### src/rtl/key_entry_ctrl.sv
// key_entry_ctrl
// Sits between the keypad scanner and the calculator datapath. The scanner's
// keyPressed/num outputs are brought into the clk domain and each press
// becomes one key event. Events build an "A op B" BCD expression, which is
// then offered downstream on a valid/ready handshake. Also drives the operand
// being edited to the display and flags entry overflow.
module key_entry_ctrl #(
    parameter int DIGITS = 4
) (
    input  logic                  clk,
    input  logic                  reset,
    input  logic                  keyPressed,
    input  logic [3:0]            num,
    output logic                  expr_valid,
    input  logic                  expr_ready,
    output logic [4*DIGITS-1:0]   op_a,
    output logic [4*DIGITS-1:0]   op_b,
    output logic [1:0]            op,
    output logic [4*DIGITS-1:0]   disp,
    output logic                  entry_err
);

    localparam int W  = 4 * DIGITS;
    localparam int CW = $clog2(DIGITS + 1);

    typedef enum logic [1:0] {
        ST_A_ENT = 2'd0,
        ST_B_ENT = 2'd1,
        ST_SEND  = 2'd2,
        ST_ERR   = 2'd3
    } state_t;

    // ------------------------------------------------------------------
    // Synchroniser and key event registers
    // ------------------------------------------------------------------
    logic         r_k1;
    logic         r_k2;
    logic         r_k3;
    logic [3:0]   r_n1;
    logic [3:0]   r_n2;
    logic         r_key_vld;
    logic [3:0]   r_key_code;
    logic         w_key_edge;

    // ------------------------------------------------------------------
    // Expression state
    // ------------------------------------------------------------------
    state_t       r_state;
    state_t       w_state_next;
    logic [W-1:0] r_op_a;
    logic [W-1:0] w_op_a_next;
    logic [W-1:0] r_op_b;
    logic [W-1:0] w_op_b_next;
    logic [CW-1:0] r_cnt_a;
    logic [CW-1:0] w_cnt_a_next;
    logic [CW-1:0] r_cnt_b;
    logic [CW-1:0] w_cnt_b_next;
    logic [1:0]   r_op;
    logic [1:0]   w_op_next;
    logic         r_expr_valid;

    // Key classification
    logic         w_is_digit;
    logic         w_is_oper;
    logic         w_is_equal;
    logic         w_is_clear;
    logic [1:0]   w_oper_code;
    logic         w_xfer;
    logic         w_a_full;
    logic         w_b_full;
    logic [W-1:0] w_err_fill;

    // Three-flop synchroniser on keyPressed (third flop feeds edge detect),
    // two-flop synchroniser on the key code.
    always_ff @(posedge clk or negedge reset) begin
        if (!reset) begin
            r_k1 <= 1'b0;
            r_k2 <= 1'b0;
            r_k3 <= 1'b0;
            r_n1 <= 4'd0;
            r_n2 <= 4'd0;
        end else begin
            r_k1 <= keyPressed;
            r_k2 <= r_k1;
            r_k3 <= r_k2;
            r_n1 <= num;
            r_n2 <= r_n1;
        end
    end

    // A rising edge of the synchronised key flag is one key event; a code
    // change while the key stays high does not produce another edge.
    assign w_key_edge = r_k2 & ~r_k3;

    // Register the one-cycle key event pulse together with its code.
    always_ff @(posedge clk or negedge reset) begin
        if (!reset) begin
            r_key_vld  <= 1'b0;
            r_key_code <= 4'd0;
        end else begin
            r_key_vld <= w_key_edge;
            if (w_key_edge) begin
                r_key_code <= r_n2;
            end
        end
    end

    // Key code decode: 0-9 digits, a-d operators, e equals, f clear.
    assign w_is_digit  = (r_key_code <= 4'd9);
    assign w_is_oper   = (r_key_code >= 4'ha) && (r_key_code <= 4'hd);
    assign w_is_equal  = (r_key_code == 4'he);
    assign w_is_clear  = (r_key_code == 4'hf);
    assign w_oper_code = r_key_code[1:0] - 2'd2;   // a->0, b->1, c->2, d->3

    assign w_a_full = (r_cnt_a == CW'(DIGITS));
    assign w_b_full = (r_cnt_b == CW'(DIGITS));

    // Valid is only ever high in SEND, so valid & ready is the transfer.
    assign w_xfer = r_expr_valid & expr_ready;

    // Next-state and next-datapath decode for the entry sequencer.
    always_comb begin
        w_state_next = r_state;
        w_op_a_next  = r_op_a;
        w_op_b_next  = r_op_b;
        w_cnt_a_next = r_cnt_a;
        w_cnt_b_next = r_cnt_b;
        w_op_next    = r_op;

        // Completed transfer returns to an empty expression.
        if (w_xfer) begin
            w_state_next = ST_A_ENT;
            w_op_a_next  = '0;
            w_op_b_next  = '0;
            w_cnt_a_next = '0;
            w_cnt_b_next = '0;
            w_op_next    = 2'd0;
        end

        if (r_key_vld) begin
            if (w_is_clear) begin
                // Clear wins everywhere; coinciding with a transfer gives the
                // same all-zero A_ENT result.
                w_state_next = ST_A_ENT;
                w_op_a_next  = '0;
                w_op_b_next  = '0;
                w_cnt_a_next = '0;
                w_cnt_b_next = '0;
                w_op_next    = 2'd0;
            end else begin
                case (r_state)
                    ST_A_ENT: begin
                        if (w_is_digit) begin
                            if (w_a_full) begin
                                w_state_next = ST_ERR;
                            end else begin
                                w_op_a_next  = {r_op_a[W-5:0], r_key_code};
                                w_cnt_a_next = r_cnt_a + CW'(1);
                            end
                        end else if (w_is_oper && (r_cnt_a != '0)) begin
                            w_op_next    = w_oper_code;
                            w_state_next = ST_B_ENT;
                        end
                    end
                    ST_B_ENT: begin
                        if (w_is_digit) begin
                            if (w_b_full) begin
                                w_state_next = ST_ERR;
                            end else begin
                                w_op_b_next  = {r_op_b[W-5:0], r_key_code};
                                w_cnt_b_next = r_cnt_b + CW'(1);
                            end
                        end else if (w_is_oper && (r_cnt_b == '0)) begin
                            // Operator typed again before B digits: replace it.
                            w_op_next = w_oper_code;
                        end else if (w_is_equal && (r_cnt_b != '0)) begin
                            w_state_next = ST_SEND;
                        end
                    end
                    // SEND holds the expression stable; ERR waits for clear.
                    default: begin
                    end
                endcase
            end
        end
    end

    // State, operand and handshake registers.
    always_ff @(posedge clk or negedge reset) begin
        if (!reset) begin
            r_state      <= ST_A_ENT;
            r_op_a       <= '0;
            r_op_b       <= '0;
            r_cnt_a      <= '0;
            r_cnt_b      <= '0;
            r_op         <= 2'd0;
            r_expr_valid <= 1'b0;
        end else begin
            r_state      <= w_state_next;
            r_op_a       <= w_op_a_next;
            r_op_b       <= w_op_b_next;
            r_cnt_a      <= w_cnt_a_next;
            r_cnt_b      <= w_cnt_b_next;
            r_op         <= w_op_next;
            r_expr_valid <= (w_state_next == ST_SEND);
        end
    end

    // Error display pattern: every nibble 4'hF.
    generate
        for (genvar gi = 0; gi < DIGITS; gi++) begin : g_err_fill
            assign w_err_fill[4*gi +: 4] = 4'hF;
        end
    endgenerate

    // Display selects the operand being edited, decoded straight from registers.
    always_comb begin
        disp = r_op_a;
        case (r_state)
            ST_A_ENT: disp = r_op_a;
            ST_B_ENT: disp = (r_cnt_b != '0) ? r_op_b : r_op_a;
            ST_SEND:  disp = r_op_b;
            ST_ERR:   disp = w_err_fill;
            default:  disp = r_op_a;
        endcase
    end

    assign entry_err  = (r_state == ST_ERR);
    assign expr_valid = r_expr_valid;
    assign op_a       = r_op_a;
    assign op_b       = r_op_b;
    assign op         = r_op;

endmodule

### config.mk
export PLATFORM = sky130hd
export DESIGN_NAME = key_entry_ctrl
export DESIGN_NICKNAME = d
export VERILOG_FILES = /design/src/rtl/key_entry_ctrl.sv
export SDC_FILE = /design/constraint.sdc
export NUM_CORES = 1
export LEC_CHECK = 0
export ABC_AREA = 1
export CORE_ASPECT_RATIO = 0.8
export CORE_MARGIN = 1
export CORE_UTILIZATION = 25
export DETAILED_ROUTE_END_ITERATION = 8
export PLACE_DENSITY = 0.43
export SYNTH_ARGS = -nofsm -noshare
export SYNTH_HDL_FRONTEND = slang
export SYNTH_SLANG_ARGS = --single-unit
### constraint.sdc
create_clock -name clk -period 2.3 [get_ports clk]
set_input_delay 0.46 -clock clk [delete_from_list [all_inputs] [get_ports clk]]
set_output_delay 0.46 -clock clk [all_outputs]
set_load 0.03 [all_outputs]
# Word level (Yosys, flattened, before mapping)
# Cells that the tools add are included.
[word_totals]
regBits = 59
out_inout_bits = 52
elab_cells = 84
[classes]
addsub = 3
magnitude_cmp = 3
n_eq_ne = 8
mux = 45
bitwise_logic = 3
reduce_logical = 8
[op_table]
columns = ["op", "n"]
rows = [
  ["two-way mux 16 bit", 13],
  ["one-hot mux 16 bit (4 select lines)", 1],
  ["two-way mux 3 bit", 12],
  ["two-way mux 2 bit", 17],
  ["== test 4 bit (second input constant)", 2],
  ["less-or-equal comparator 4 bit (second input constant)", 2],
  ["one-hot mux 2 bit (2 select lines)", 2],
  ["adder 3 x 1 -> 3 bit (second input constant)", 2],
  ["== test 2 bit (second input constant)", 3],
  ["== test 3 bit (second input constant)", 2],
  ["nonzero test 3 bit", 2],
  ["greater-or-equal comparator 4 bit (second input constant)", 1],
  ["logical AND 1 bit", 4],
  ["logical NOT 3 bit", 1],
  ["bitwise AND 1 bit", 2],
  ["== test 2 x 1 -> 1 bit (second input constant)", 1],
  ["logical NOT 2 bit", 1],
  ["subtractor 2 bit (second input constant)", 1],
  ["NOT 1 bit", 1],
]

# Depth between registers and ports, before layout
# Gate-level depths: netlist of the first run.
[logic_depth]
ltp_word = 9
mapped_depth = 11
ltp_nobuf = 11

# Worst setup path before layout of the first run
# No wires, ideal clock.
[synth_timing]
path_type = "flip-flop to output port"
from = "register r_cnt_b[0]"
to = "output disp[11]"
t_arrival_ns = 1.472
required_ns = 1.840
slack_ns = 0.368
path_stages_with_launch = 7
n_path_buf = 0
cell_sequence = "dfrtp_1 inv_1 ha_1 inv_1 nor2_1 o21ai_0 o211ai_1"
[synth_via]
elab_chain_cells = 3
[synth_rtl]
columns = ["element", "line_no", "source"]
rows = [
  ["start, declared", "56", "logic [CW-1:0] r_cnt_b;"],
  ["start signal, assigned", "203", "r_cnt_b <= w_cnt_b_next;"],
  ["nonzero test 3 bit", "221", "ST_B_ENT: disp = (r_cnt_b != '0) ? r_op_b : r_op_a;"],
  ["two-way mux 16 bit", "221", ""],
  ["one-hot mux 16 bit (4 select lines)", "219", "case (r_state)"],
  ["end, declared", "19", "output logic [4*DIGITS-1:0] disp,"],
]
# No other way between the ends.

# Worst setup path in the final report of the first run
[layout_timing]
from = "register r_cnt_b[1]"
to = "output disp[6]"
# Same word-level chain as after synthesis.

==> results of run 1 <==
==> metal layers <==
| layer | vias up | global-route usage |
|---|---|---|
| met1 | 1330 | 0.228 |
| met3 | 9 | 0.0457 |
| li1 | 1373 | - |
| met4 | 0 | 0.0538 |
| met2 | 75 | 0.226 |
| met5 | - | 0 |
==> worst max-delay path, delay by kind of cell (launching register included) <==
family                   cells  cell delay, ns
AO/OA/AOI/OAI                1            0.38
adder cells (fa/ha/maj)      1            0.16
buffers and inverters        3            0.37
flip-flops                   1            0.39
AND/OR/NAND/NOR              2            0.16
==> worst min path at each step <==
stage	to	start	slack (ns)
after floorplan	expr_valid	reset	0.16
after global placement	r_n2[3]	r_n1[3]	0.33
after detailed placement	r_n2[3]	r_n1[3]	0.34
after CTS	op_b[9]	reset	0.14
after global routing	op_b[5]	reset	0.16
final	op_b[3]	reset	0.13
==> cell type report <==
class / instances / area share
Sequential cell: 59 / 0.355
Multi-Input combinational cell: 265 / 0.314
Timing Repair Buffer: 75 / 0.182
Clock buffer: 10 / 0.0574
Tap cell: 148 / 0.0444
Inverter: 27 / 0.0255
Clock inverter: 6 / 0.0213
==> through the flow <==
stage          total power, uW  instance area [um^2]  worst slack (ns)  hold WS, ns  std cells
6_report                  6870                  4170            0.0562        0.127        590
5_1_grt                   7280                  4170           -0.0401        0.159        590
4_1_cts                   6850                  4110           0.00176        0.140        587
3_5_place_dp              5250                  3730             0.175        0.337        568
3_3_place_gp              5250                  3730             0.199        0.332        568
2_1_floorplan             3730                  2950             0.368        0.164        370
==> sequential cells by signal, summed over array words and instances (netlist names) <==
| register | flops |
|---|---|
| op_a | 16 |
| op_b | 16 |
| r_key_code | 4 |
| r_n1 | 4 |
| r_n2 | 4 |
| r_cnt_a | 3 |
| r_cnt_b | 3 |
| op | 2 |
| r_state | 2 |
| expr_valid | 1 |
| r_k1 | 1 |
| r_k2 | 1 |
| r_k3 | 1 |
| r_key_vld | 1 |
==> synth_stat cells (all sizes together) <==
library cell   n  share of area
ha             4          0.017
clkbuf        13          0.017
o211ai         4          0.010
nor3           2         0.0034
buf            6          0.015
o21ai         47          0.080
nor2          44          0.064
nand2         77           0.10
nand3         40          0.071
nand3b         1         0.0025
nand4          6          0.013
dfrtp         59           0.50
inv           27          0.036
a21oi         38          0.065
or2            1         0.0021
and3           1         0.0021
==> where the power goes <==
part	leakage (uW)	internal [uW]	total (uW)	switching [uW]
clock	0.000155	976	1460	481
sequential	0.000731	1400	1860	466
combinational	0.00105	1480	3550	2060
total	0.00194	3850	6870	3010
==> cells by family after synthesis <==
kind of cell | synth area share
AND/OR/NAND/NOR | 0.259
buffers and inverters | 0.0684
adder cells (fa/ha/maj) | 0.0170
AO/OA/AOI/OAI | 0.155
flip-flops | 0.501
==> timing repair <==
item,CTS,global route
pin swaps,2,3
gates resized for setup,7,13
setup buffers,3,3
setup endpoints to repair,17,16
==> summary.md, run 1 <==
| Metric | Value |
|---|---|
| IO Port Bufs | `59` |
| Worst endpoint required time | `1.84 ns` |
| Tmin final | `2.24 ns` |
| Unique masters post-synth | `25` |
| # fillers | `1186` |
| Total core area | `0.0115 mm^2` |
| Worst r2r dst | `op_b[12]` |
| R2r startpoint | `r_key_code[3]` |
| Worst setup EP type | `primary output` |
| IO Count | `60` |
| Vias in the first global route | `2604` |
| Hold Path Class | `in2async` |
| Metal-1 WL | `4.44 mm` |
| Die W | `about 120 um` |
| Period utilisation layout | `0.976` |
| Top sig layer | `met4` |
| Critical path launch point type | `flip-flop` |
| Ratio of cells with drive above 1 in the final layout | `0.156` |
| Most common cell after layout, fill and taps aside | `nand2_1` |
| Crit path max fanout | `3` |
| Post-DP HPWL | `6.16 mm` |
| Drt drc | `0` |
| CP max stage cell | `dfrtp_1` |
| Total negative setup slack | `0 ns` |
| GRT Overall Usage | `0.159` |
| Largest net degree at the start of global routing | `60` |
| Via count | `about 2800` |
| Worst skew pair latency | `approximately 0.33 ns` |
| Hold Vio Cnt, Final | `0` |
| Leakage | `between 0.0015 and 0.002 uW` |
| Full die area | `about 0.012 mm^2` |
| Drt first pass iters | `4` |
| Worst Max-Slew Pin Slew | `0.586 ns` |
| Wire length per cell | `about 15 um` |
| Flop2flop setup slack | `around 0.28 ns` |
| Initial cell density of the core | `0.257` |
| Diodes inserted | `0` |
| Setup crit start | `r_cnt_b[1]` |
| Slew Limit Fails | `0` |
| Initial antenna violation count | `0` |
| Max-slew headroom | `0.609` |
| Yosys warns | `0` |
| Commonest non-fill, non-tap cells in the layout | `73 x nand2_1, 57 x dfrtp_1, 45 x o21ai_0` |
| Max frequency | `roughly 0.45 GHz` |
| Met2 WL | `3.95 mm` |
| Clock Tree Buf Depth | `2` |
| Max-Cap Viols | `0` |
| H-tree depth | `3` |
| CTS clk-pin slew, worst paths | `roughly 0.05 ns` |
| TritonCTS Sinks | `59` |
| CTS buffer count | `9` |
| Register Area | `0.00148 mm^2` |
| DR vias/cell | `about 4.7` |
| Nets@finish | `roughly 450` |
| ANT nets after route | `0` |
| Row count | `35` |
| Critical Path End | `disp[6]` |
| GPL Wtd Cong | `approximately 0.87` |
| Clk root buf | `clkbuf_16` |
| Die Ht | `99.1 um` |
| Cts hold-fix bufs | `0` |
| Post-Syn Area | `0.00295 mm^2` |
| First DRT Iteration DRCs | `170` |
| Mapped Avg Cell Area | `~8 um^2` |
| Area of the multi-input gates | `0.00131 mm^2` |
| Worst VDD drop | `789 uV` |
| Post-Syn Nets | `382` |
| TritonCTS clock tree | `yes` |
| Area delta synth->final | `41.5%` |
| Total Wirelength | `9.07 mm` |
| Post-synthesis sequential area ratio | `0.501` |
| Skew final | `0.00622 ns` |
| Max stage delay on crit path | `0.39 ns` |
| Crit-path most repeated cell | `inv_2` |
| CP Class | `reg2out` |
| Final setup viols | `0` |
| Critical path, cell by cell | `inv_2 > ha_4 > inv_2 > nor2_4 > nor2_1 > o211ai_1 > clkbuf_16` |
| Outcome | `finished, final reports clean` |
| WP data arrival | `1.78 ns` |
| Synth Instances | `370` |
| Pwr Density | `1650 mW/mm^2` |
| First-pass GRT wire length | `14.5 mm` |
| Total gr overflow | `0` |
| R2R cell count | `6` |
| Synth Register Bits | `59` |
| Core Util, Final | `0.363` |
| DR WL met3 | `~570 um` |
No activity file was read; power rests on OpenSTA's default activity.
==> inputs of run 2 (changes only) <==
- CAP_MARGIN: default -> 25
==> results of run 2 <==
Final layout, timing and power as in run 1 (identical DEF).
